==> src/rtl/fifo_serial.sv <==
// fifo_serial: serializes accepted pixel samples into two-word packets
// (coordinate word, then pixel word) for a downstream write-strobe FIFO.
// Latency: 1 cycle from acceptance to the first fifo_wrreq; 2 words per packet.
// Backpressure: fifo_full stalls the sender in place. img_out_rdy drops
// while the waiting-packet slot is occupied.
//
// Ports:
//   clk, reset                 single clock, asynchronous active-high reset
//   img_out_x/y/left/right     sample fields, captured when img_out_val & img_out_rdy
//   img_out_val, img_out_rdy   upstream valid/ready handshake
//   fifo_full                  downstream FIFO cannot take a word this cycle
//   fifo_wrreq, fifo_data      write strobe and word for the downstream FIFO
//   pkt_count                  completed packets, wraps modulo 2^CNT_W
//   debug_out                  {nxt_valid, cur_valid, state[1:0], fifo_wrreq, fifo_full}
module fifo_serial #(
  parameter int CNT_W = 16
) (
  input  logic             clk,
  input  logic             reset,
  input  logic [9:0]       img_out_x,
  input  logic [9:0]       img_out_y,
  input  logic [7:0]       img_out_left,
  input  logic [7:0]       img_out_right,
  input  logic             img_out_val,
  output logic             img_out_rdy,
  input  logic             fifo_full,
  output logic             fifo_wrreq,
  output logic [31:0]      fifo_data,
  output logic [CNT_W-1:0] pkt_count,
  output logic [5:0]       debug_out
);

  typedef enum logic [1:0] {
    IDLE  = 2'd0,
    COORD = 2'd1,
    PIX   = 2'd2
  } state_t;

  typedef struct packed {
    logic [9:0] y;
    logic [9:0] x;
    logic [7:0] left;
    logic [7:0] right;
  } sample_t;

  state_t  state;
  state_t  state_nxt;

  // cur is the packet on the wire; nxt is the single waiting slot.
  sample_t cur_dat;
  sample_t nxt_dat;
  logic    cur_vld;
  logic    nxt_vld;

  sample_t in_dat;
  logic    accept;
  logic    pkt_done;

  assign in_dat.y     = img_out_y;
  assign in_dat.x     = img_out_x;
  assign in_dat.left  = img_out_left;
  assign in_dat.right = img_out_right;

  // Ready depends only on registered state, so there is no combinational
  // path from img_out_val or fifo_full to img_out_rdy.
  assign img_out_rdy = ~nxt_vld;
  assign accept      = img_out_val & img_out_rdy;

  // The second word of a packet leaving this edge.
  assign pkt_done = (state == PIX) & fifo_wrreq;

  //--------------------------------------------------------------------------
  // FSM: state register
  //--------------------------------------------------------------------------
  always_ff @(posedge clk or posedge reset) begin
    if (reset) begin
      state <= IDLE;
    end else begin
      state <= state_nxt;
    end
  end

  //--------------------------------------------------------------------------
  // FSM: next-state logic
  //--------------------------------------------------------------------------
  always_comb begin
    state_nxt = state;
    case (state)
      IDLE: begin
        if (accept) begin
          state_nxt = COORD;
        end
      end
      COORD: begin
        if (fifo_wrreq) begin
          state_nxt = PIX;
        end
      end
      PIX: begin
        if (fifo_wrreq) begin
          // Either a waiting packet or a sample arriving this very edge keeps
          // the wire busy with no bubble; otherwise go quiet.
          if (nxt_vld || accept) begin
            state_nxt = COORD;
          end else begin
            state_nxt = IDLE;
          end
        end
      end
      default: begin
        state_nxt = IDLE;
      end
    endcase
  end

  //--------------------------------------------------------------------------
  // FSM: outputs
  //--------------------------------------------------------------------------
  always_comb begin
    fifo_wrreq = 1'b0;
    fifo_data  = 32'h0000_0000;
    case (state)
      COORD: begin
        fifo_wrreq = ~fifo_full;
        fifo_data  = {1'b0, 5'b0_0000, cur_dat.y, 6'b00_0000, cur_dat.x};
      end
      PIX: begin
        fifo_wrreq = ~fifo_full;
        fifo_data  = {1'b1, 15'h0000, cur_dat.left, cur_dat.right};
      end
      default: begin
        fifo_wrreq = 1'b0;
        fifo_data  = 32'h0000_0000;
      end
    endcase
  end

  //--------------------------------------------------------------------------
  // Packet buffer. Captured fields only change on a load, so upstream may
  // wiggle its inputs freely while a sample is held.
  //--------------------------------------------------------------------------
  always_ff @(posedge clk or posedge reset) begin
    if (reset) begin
      cur_dat <= '0;
      cur_vld <= 1'b0;
      nxt_dat <= '0;
      nxt_vld <= 1'b0;
    end else begin
      if (state == IDLE) begin
        if (accept) begin
          cur_dat <= in_dat;
          cur_vld <= 1'b1;
        end
      end else if (pkt_done) begin
        // nxt_vld implies img_out_rdy was low, so no acceptance collides
        // with the nxt -> cur promotion.
        if (nxt_vld) begin
          cur_dat <= nxt_dat;
          nxt_vld <= 1'b0;
        end else if (accept) begin
          cur_dat <= in_dat;
        end else begin
          cur_vld <= 1'b0;
        end
      end else if (accept) begin
        nxt_dat <= in_dat;
        nxt_vld <= 1'b1;
      end
    end
  end

  //--------------------------------------------------------------------------
  // Completed-packet counter, wraps naturally at 2^CNT_W.
  //--------------------------------------------------------------------------
  always_ff @(posedge clk or posedge reset) begin
    if (reset) begin
      pkt_count <= '0;
    end else if (pkt_done) begin
      pkt_count <= pkt_count + CNT_W'(1);
    end
  end

  assign debug_out = {nxt_vld, cur_vld, state, fifo_wrreq, fifo_full};

endmodule

==> config.mk <==
export PLATFORM = sky130hd
export DESIGN_NAME = fifo_serial
export DESIGN_NICKNAME = d
export VERILOG_FILES = /design/src/rtl/fifo_serial.sv
export SDC_FILE = /design/constraint.sdc
export NUM_CORES = 1
export LEC_CHECK = 0
export BUFFER_PORTS_ARGS = -buffer_cell sky130_fd_sc_hd__buf_4
export CAP_MARGIN = 20
export CORE_AREA = 2 2 93 95
export CTS_BUF_LIST = sky130_fd_sc_hd__clkbuf_4 sky130_fd_sc_hd__clkbuf_8
export DETAILED_ROUTE_END_ITERATION = 10
export DIE_AREA = 0 0 95 97
export PLACE_DENSITY = 0.88
export SETUP_SLACK_MARGIN = 0.05
export SLEW_MARGIN = 40
export SYNTH_ARGS = -nofsm -noshare
export SYNTH_HDL_FRONTEND = slang
export SYNTH_SLANG_ARGS = --single-unit
==> constraint.sdc <==
create_clock -name clk -period 3.5 [get_ports clk]
set_input_delay 0.175 -clock clk [delete_from_list [all_inputs] [get_ports clk]]
set_output_delay 0.175 -clock clk [all_outputs]
set_load 0.05 [all_outputs]
Word level (Yosys, flattened, before mapping)
Cells that the tools add are included.
Word-level totals
  bits in registers: 92
  input port bits: 40
  output and inout port bits: 56
  logic and storage cells: 52
Operators by class
  $add $sub $neg: 1
  eq/ne operators: 7
  multiplexer cells: 17
  bitwise operators: 6
  reductions and logical operators: 9
Operator list (count)
  two-way mux 36 bit: 4
  one-hot mux 32 bit (2 select lines): 1
  adder 16 x 1 -> 16 bit, second input constant: 1
  two-way mux 1 bit: 8
  two-way mux 2 bit: 3
  != test 2 bit, second input constant: 3
  one-hot mux 2 bit (3 select lines): 1
  AND reduction 3 bit: 2
  != test 2 x 1 -> 1 bit, second input constant: 2
  inverter 1 bit: 4
  AND reduction 4 bit: 1
  nonzero test 2 bit: 2
  AND 1 bit: 2
  equality test 2 x 1 -> 1 bit, second input constant: 1
  equality test 2 bit, second input constant: 1
  logical NOT 2 bit: 1
  AND reduction 2 bit: 1
  OR reduction 2 bit: 1
  logical OR 1 bit: 1

Depth between registers and ports, before layout
  depth in word-level cells: 6
  depth in mapped cells: 8
  mapped depth without buffers: 6

Worst setup path before layout
Ideal clock, no wire load.
  path kind: register -> register
  start: register state[0]
  end: register state[1]
  library setup time: 0.125 ns
  arrival: 2.759 ns
  setup slack: 0.617 ns
  stages on the path, launching flop included: 7
  period minus slack after synthesis: 2.883 ns
  cell sequence: dfrtp_1 > inv_1 > ha_1 > nor2b_1 > nor2_1 > a21oi_1 > mux2_2
On the way
  longest elaborated chain between the ends: 5
  elaborated cells between the ends (all ways): 10
  those cells by class: eq/ne (5); mux (2); reduce/logical (3)
RTL lines
  from (decl): line 46  | state_t state;
  from (signal assigned): line 79  | state <= state_nxt;
  equality test 2 bit or equality test 2 x 1 -> 1 bit (tied branches): line 122  | case (state)
  OR reduction 2 bit (no source line) *
  two-way mux 1 bit *
  via fifo_wrreq: line 27  | output logic fifo_wrreq,
  != test 2 bit (no source line)
  AND reduction 3 bit (no source line) *
The timed path passes the listed nets; every way through them passes the cells marked *.
A chain may end at the register's enable or synchronous reset.

Worst setup path in the final report
  start: register state[0]
  end: register nxt_dat[25] (netlist bit)
On the way
  longest elaborated chain between the ends: 6
  elaborated cells between the ends (all ways): 9
  those cells by class: eq/ne (2); mux (1); bitwise (3); reduce/logical (3)
RTL lines
  equality test 2 bit or equality test 2 x 1 -> 1 bit (tied branches): line 70, 122
  OR reduction 2 bit (no source line)
  two-way mux 1 bit
  AND 1 bit: line 70  | assign pkt_done = (state == PIX) & fifo_wrreq;
  inverter 1 bit (no source line)
  AND reduction 3 bit (no source line) *
  to (signal assigned): line 166  | nxt_dat <= in_dat;
  to (decl): line 51  | sample_t nxt_dat;
Every way passes the cells marked *; elsewhere a longest branch is shown, timed or not.

==> out/metrics.csv <==
stage,metric,value,unit
status,run status,completed,
power_and_ir_drop,relative contribution of sequential cells to total power,0.358,
critical_path,Worst Path Max Fanout,36,
place,Placement Setup Slack,0.909,ns
layout,layout overhead on the synthesized area,20.5,%
detailed_routing,Detailed Routing Iterations Pass 1,5,
floorplan,horizontal die dimension,95,um
floorplan,die height,97,um
power_and_ir_drop,Static Leakage,2.60,nW
sta,number of pins with negative max-slew slack in the final report,0,
sta,count of endpoints failing hold in the final timing report,0,
sta,unrepaired setup endpoints after global routing,false,
hold_path,worst min-delay path class,primary input to register,
grt,GRT overflow,0,
sta,worst slew margin relative to its limit,0.453,
logic_synthesis,top cell types by occurrence after synthesis,"92 x dfrtp_1, 46 x a22oi_1, 36 x o2bb2ai_1, 30 x mux2_4, 13 x clkbuf_1",
power_and_ir_drop,Max VDD drop,0.483,mV
logic_synthesis,YS warnings,0,
clock_tree,maximum root-to-sink buffer count,2,
logic_synthesis,largest cells by area after synthesis,"dfrtp_1 52%, mux2_4 10%, a22oi_1 7.8%",
logic_synthesis,post-synthesis instance total,342,
sta,Worst Clk Skew,0.0107,ns
critical_path,category of cells accounting for the largest share of critical-path delay,simple AND/OR/NAND/NOR gates,
logic_synthesis,top-area cell type share of the netlist area,0.518,
place,Detailed Place HPWL,6470,um
clock_tree,buffer type at the clock tree root,clkbuf_8,
power_and_ir_drop,switching power share of the total,0.417,
place,placer congestion estimate,0.792,
detailed_routing,routed via count,3092,
place,count of buffers from port buffering,90,
sta,Tcrit/Tclk final,0.735,
clock_tree,insertion delay to the later sink of the worst-skew pair,0.37,ns
power_and_ir_drop,Clock Power Share,0.145,
detailed_routing,average wire per cell in the routed design,18.9,um
power_and_ir_drop,fraction of power consumed by combinational cells,0.496,
clock_tree,number of buffers inserted by post-CTS setup repair,0,
critical_path,critical path depth,6,
critical_path,CP max stage cell,ha_1,
logic_synthesis,cell area after synthesis,0.00444,mm^2
critical_path,length in cells of the worst reg-to-reg path,6,
grt,GRT Resource Usage Total,0.228,
detailed_routing,remaining routing DRC violations,0,
sta,maximum clock rate,0.389,GHz
logic_synthesis,Post-synth EDFFs,0,
power_and_ir_drop,"Power, Total",5.10,mW
logic_synthesis,mean instance size in the synthesized netlist,13.0,um^2
detailed_routing,Via-to-Cell Ratio,5.81,
detailed_routing,First DRT Iteration DRCs,158,
clock_tree,sink count of the clock tree,92,
logic_synthesis,library cell occupying the most area in the post-synthesis netlist,dfrtp_1,
floorplan,std cell rows,33,
critical_path,buffering stage count on the worst path with inverters included,1,
critical_path,Critical Path Max Stage Delay,0.71,ns
logic_synthesis,portion of the post-synthesis area used by sequential elements,0.518,
detailed_routing,post-detailed-routing wire length,10000,um
clock_tree,cts hold-fix bufs,1,
clock_tree,H-tree level count,3,
logic_synthesis,flip-flop and latch count after synthesis,92,
power_and_ir_drop,Internal,2.97,mW
clock_tree,post-cts resize count,0,
grt,number of global-route vias before repair,3191,
layout,diode insertion count for antenna repair,0,
critical_path,category of the critical setup timing path,register to register,
grt,number of antenna violations at the first check in global routing,0,
logic_synthesis,dominant cell by count in the synthesized netlist,dfrtp_1,
clock_tree,clock input transition at the sequential cells of the worst setup and hold paths,0.09,ns
power_and_ir_drop,Psw,2.13,mW
layout,net count reported at finish,468,
grt,pin count of the biggest net entering global routing,69,
sta,fin crit period,2.57,ns
sta,worst-margin pin slew,0.820,ns
floorplan,initial standard-cell utilization of the core,0.546,
logic_synthesis,most used flip-flop cell after synthesis,dfrtp_1,
critical_path,worst reg2reg setup slack,0.93,ns
sta,setup TNS,0,ns
flow_run,total of max-cap violations,0,
clock_tree,TritonCTS clock tree,yes,
floorplan,die footprint,0.00922,mm^2
grt,global-route wire length before repair,16400,um
logic_synthesis,share of synthesized flip-flops with an asynchronous set or reset,1.00,
sta,final setup vio count,0,
sta,min setup slack post-route,0.928,ns
hold_path,Worst Hold Path Cells,2,
sta,Min Hold Slack,0.0422,ns
critical_path,critical path endpoint category,register,
critical_path,critical path required time,3.75,ns
detailed_routing,final antenna-violating net count,0,
logic_synthesis,"Distinct cells, synth",38,
critical_path,"Cell Chain, Critical Path","inv_1, ha_1, nand2_2, or2_1, nand2_8, mux2_2",
floorplan,area inside the core boundary,0.00813,mm^2
critical_path,sort of element at the start of the critical path,register,
critical_path,CP Data Arrival Time,2.82,ns
clock_tree,CTS Buf Count,9,
floorplan,IO Count,96,
layout,share of layout cells above drive strength 1,0.386,
power_and_ir_drop,ratio of total power to cell area,953,mW/mm^2
-- stage by stage --
step,cells,utilization,cell area (um^2)
floorplan,346,-,4460
global placement,512,0.625,5090
detailed placement,513,0.627,5100
CTS,530,0.654,5320
global route,532,0.658,5350
finish,532,0.658,5350
-- per-layer routing --
| metal | wire length (um) | global-route usage | share of wire |
|---|---|---|---|
| met1 | 4340 | 0.327 | 0.43 |
| met2 | 4760 | 0.336 | 0.47 |
| met3 | 707 | 0.0452 | 0.070 |
| met4 | 234 | 0.101 | 0.023 |
| met5 | 0 | 0 | 0 |
-- power groups by stage --
stage / Clock [mW] / Combinational [mW] / Sequential (mW)
4_1_cts: 0.751 / 2.48 / 1.82
3_5_place_dp: 0 / 2.48 / 1.82
6_report: 0.741 / 2.53 / 1.83
5_1_grt: 0.801 / 2.70 / 1.88
3_3_place_gp: 0 / 2.37 / 1.80
2_1_floorplan: 0 / 1.89 / 1.81
-- cell usage in the layout (no fill, tap or decap), types with 2 or more instances in the layout --
master      n
a21oi_1     4
a22oi_1    46
and2_1     10
and3_1      5
and3_2      5
buf_4      93
buf_8       3
clkbuf_8   11
clkinv_2    2
conb_1      5
dfrtp_1    92
ha_1        6
inv_1       4
mux2_2      7
mux2_4     30
nand2_1     7
nand3_1     4
nand4_1     3
nor2_1      4
nor2_4      4
nor2b_1    11
nor3_1      2
nor4_4      2
o22ai_1     2
o2bb2ai_1  36
xnor2_1     6
xor2_1      9
-- final timing paths --
path                                       from            end
worst max-delay path                   state[0]    nxt_dat[25]
worst min-delay path            img_out_left[2]    nxt_dat[10]
worst max register to register         state[0]    nxt_dat[25]
worst min register to register    pkt_count[15]  pkt_count[15]
max in group asynchronous                 reset    nxt_dat[24]
min in group asynchronous                 reset    nxt_dat[13]
-- sequential cells by signal, summed over array words and instances, names as in the netlist --
signal     cells
cur_vld        1
pkt_count     16
cur_dat       36
nxt_vld        1
state          2
nxt_dat       36
-- layout make-up --
type	instances	area, um^2
flip-flops and latches	92	2300
repair buffers	97	753
inverters	5	23.8
clock buffers	12	159
clock inverters	4	47.5
fillers	605	2780
multi-input cells	217	1930
well taps	105	131
-- kinds of logic (layout without fill, tap and decap cells) --
logic type	count (synthesis)	in the layout	synth area share
AO/OA/AOI/OAI	92	92	0.165
XOR/XNOR	15	15	0.0296
adder cells (fa/ha/maj)	6	6	0.0169
buffers and inverters	37	118	0.0544
flip-flops	92	92	0.518
multiplexers	37	37	0.119
other	1	5	0.000844
AND/OR/NAND/NOR	62	62	0.0963
Note: power is estimated with default switching activity, not from simulation.
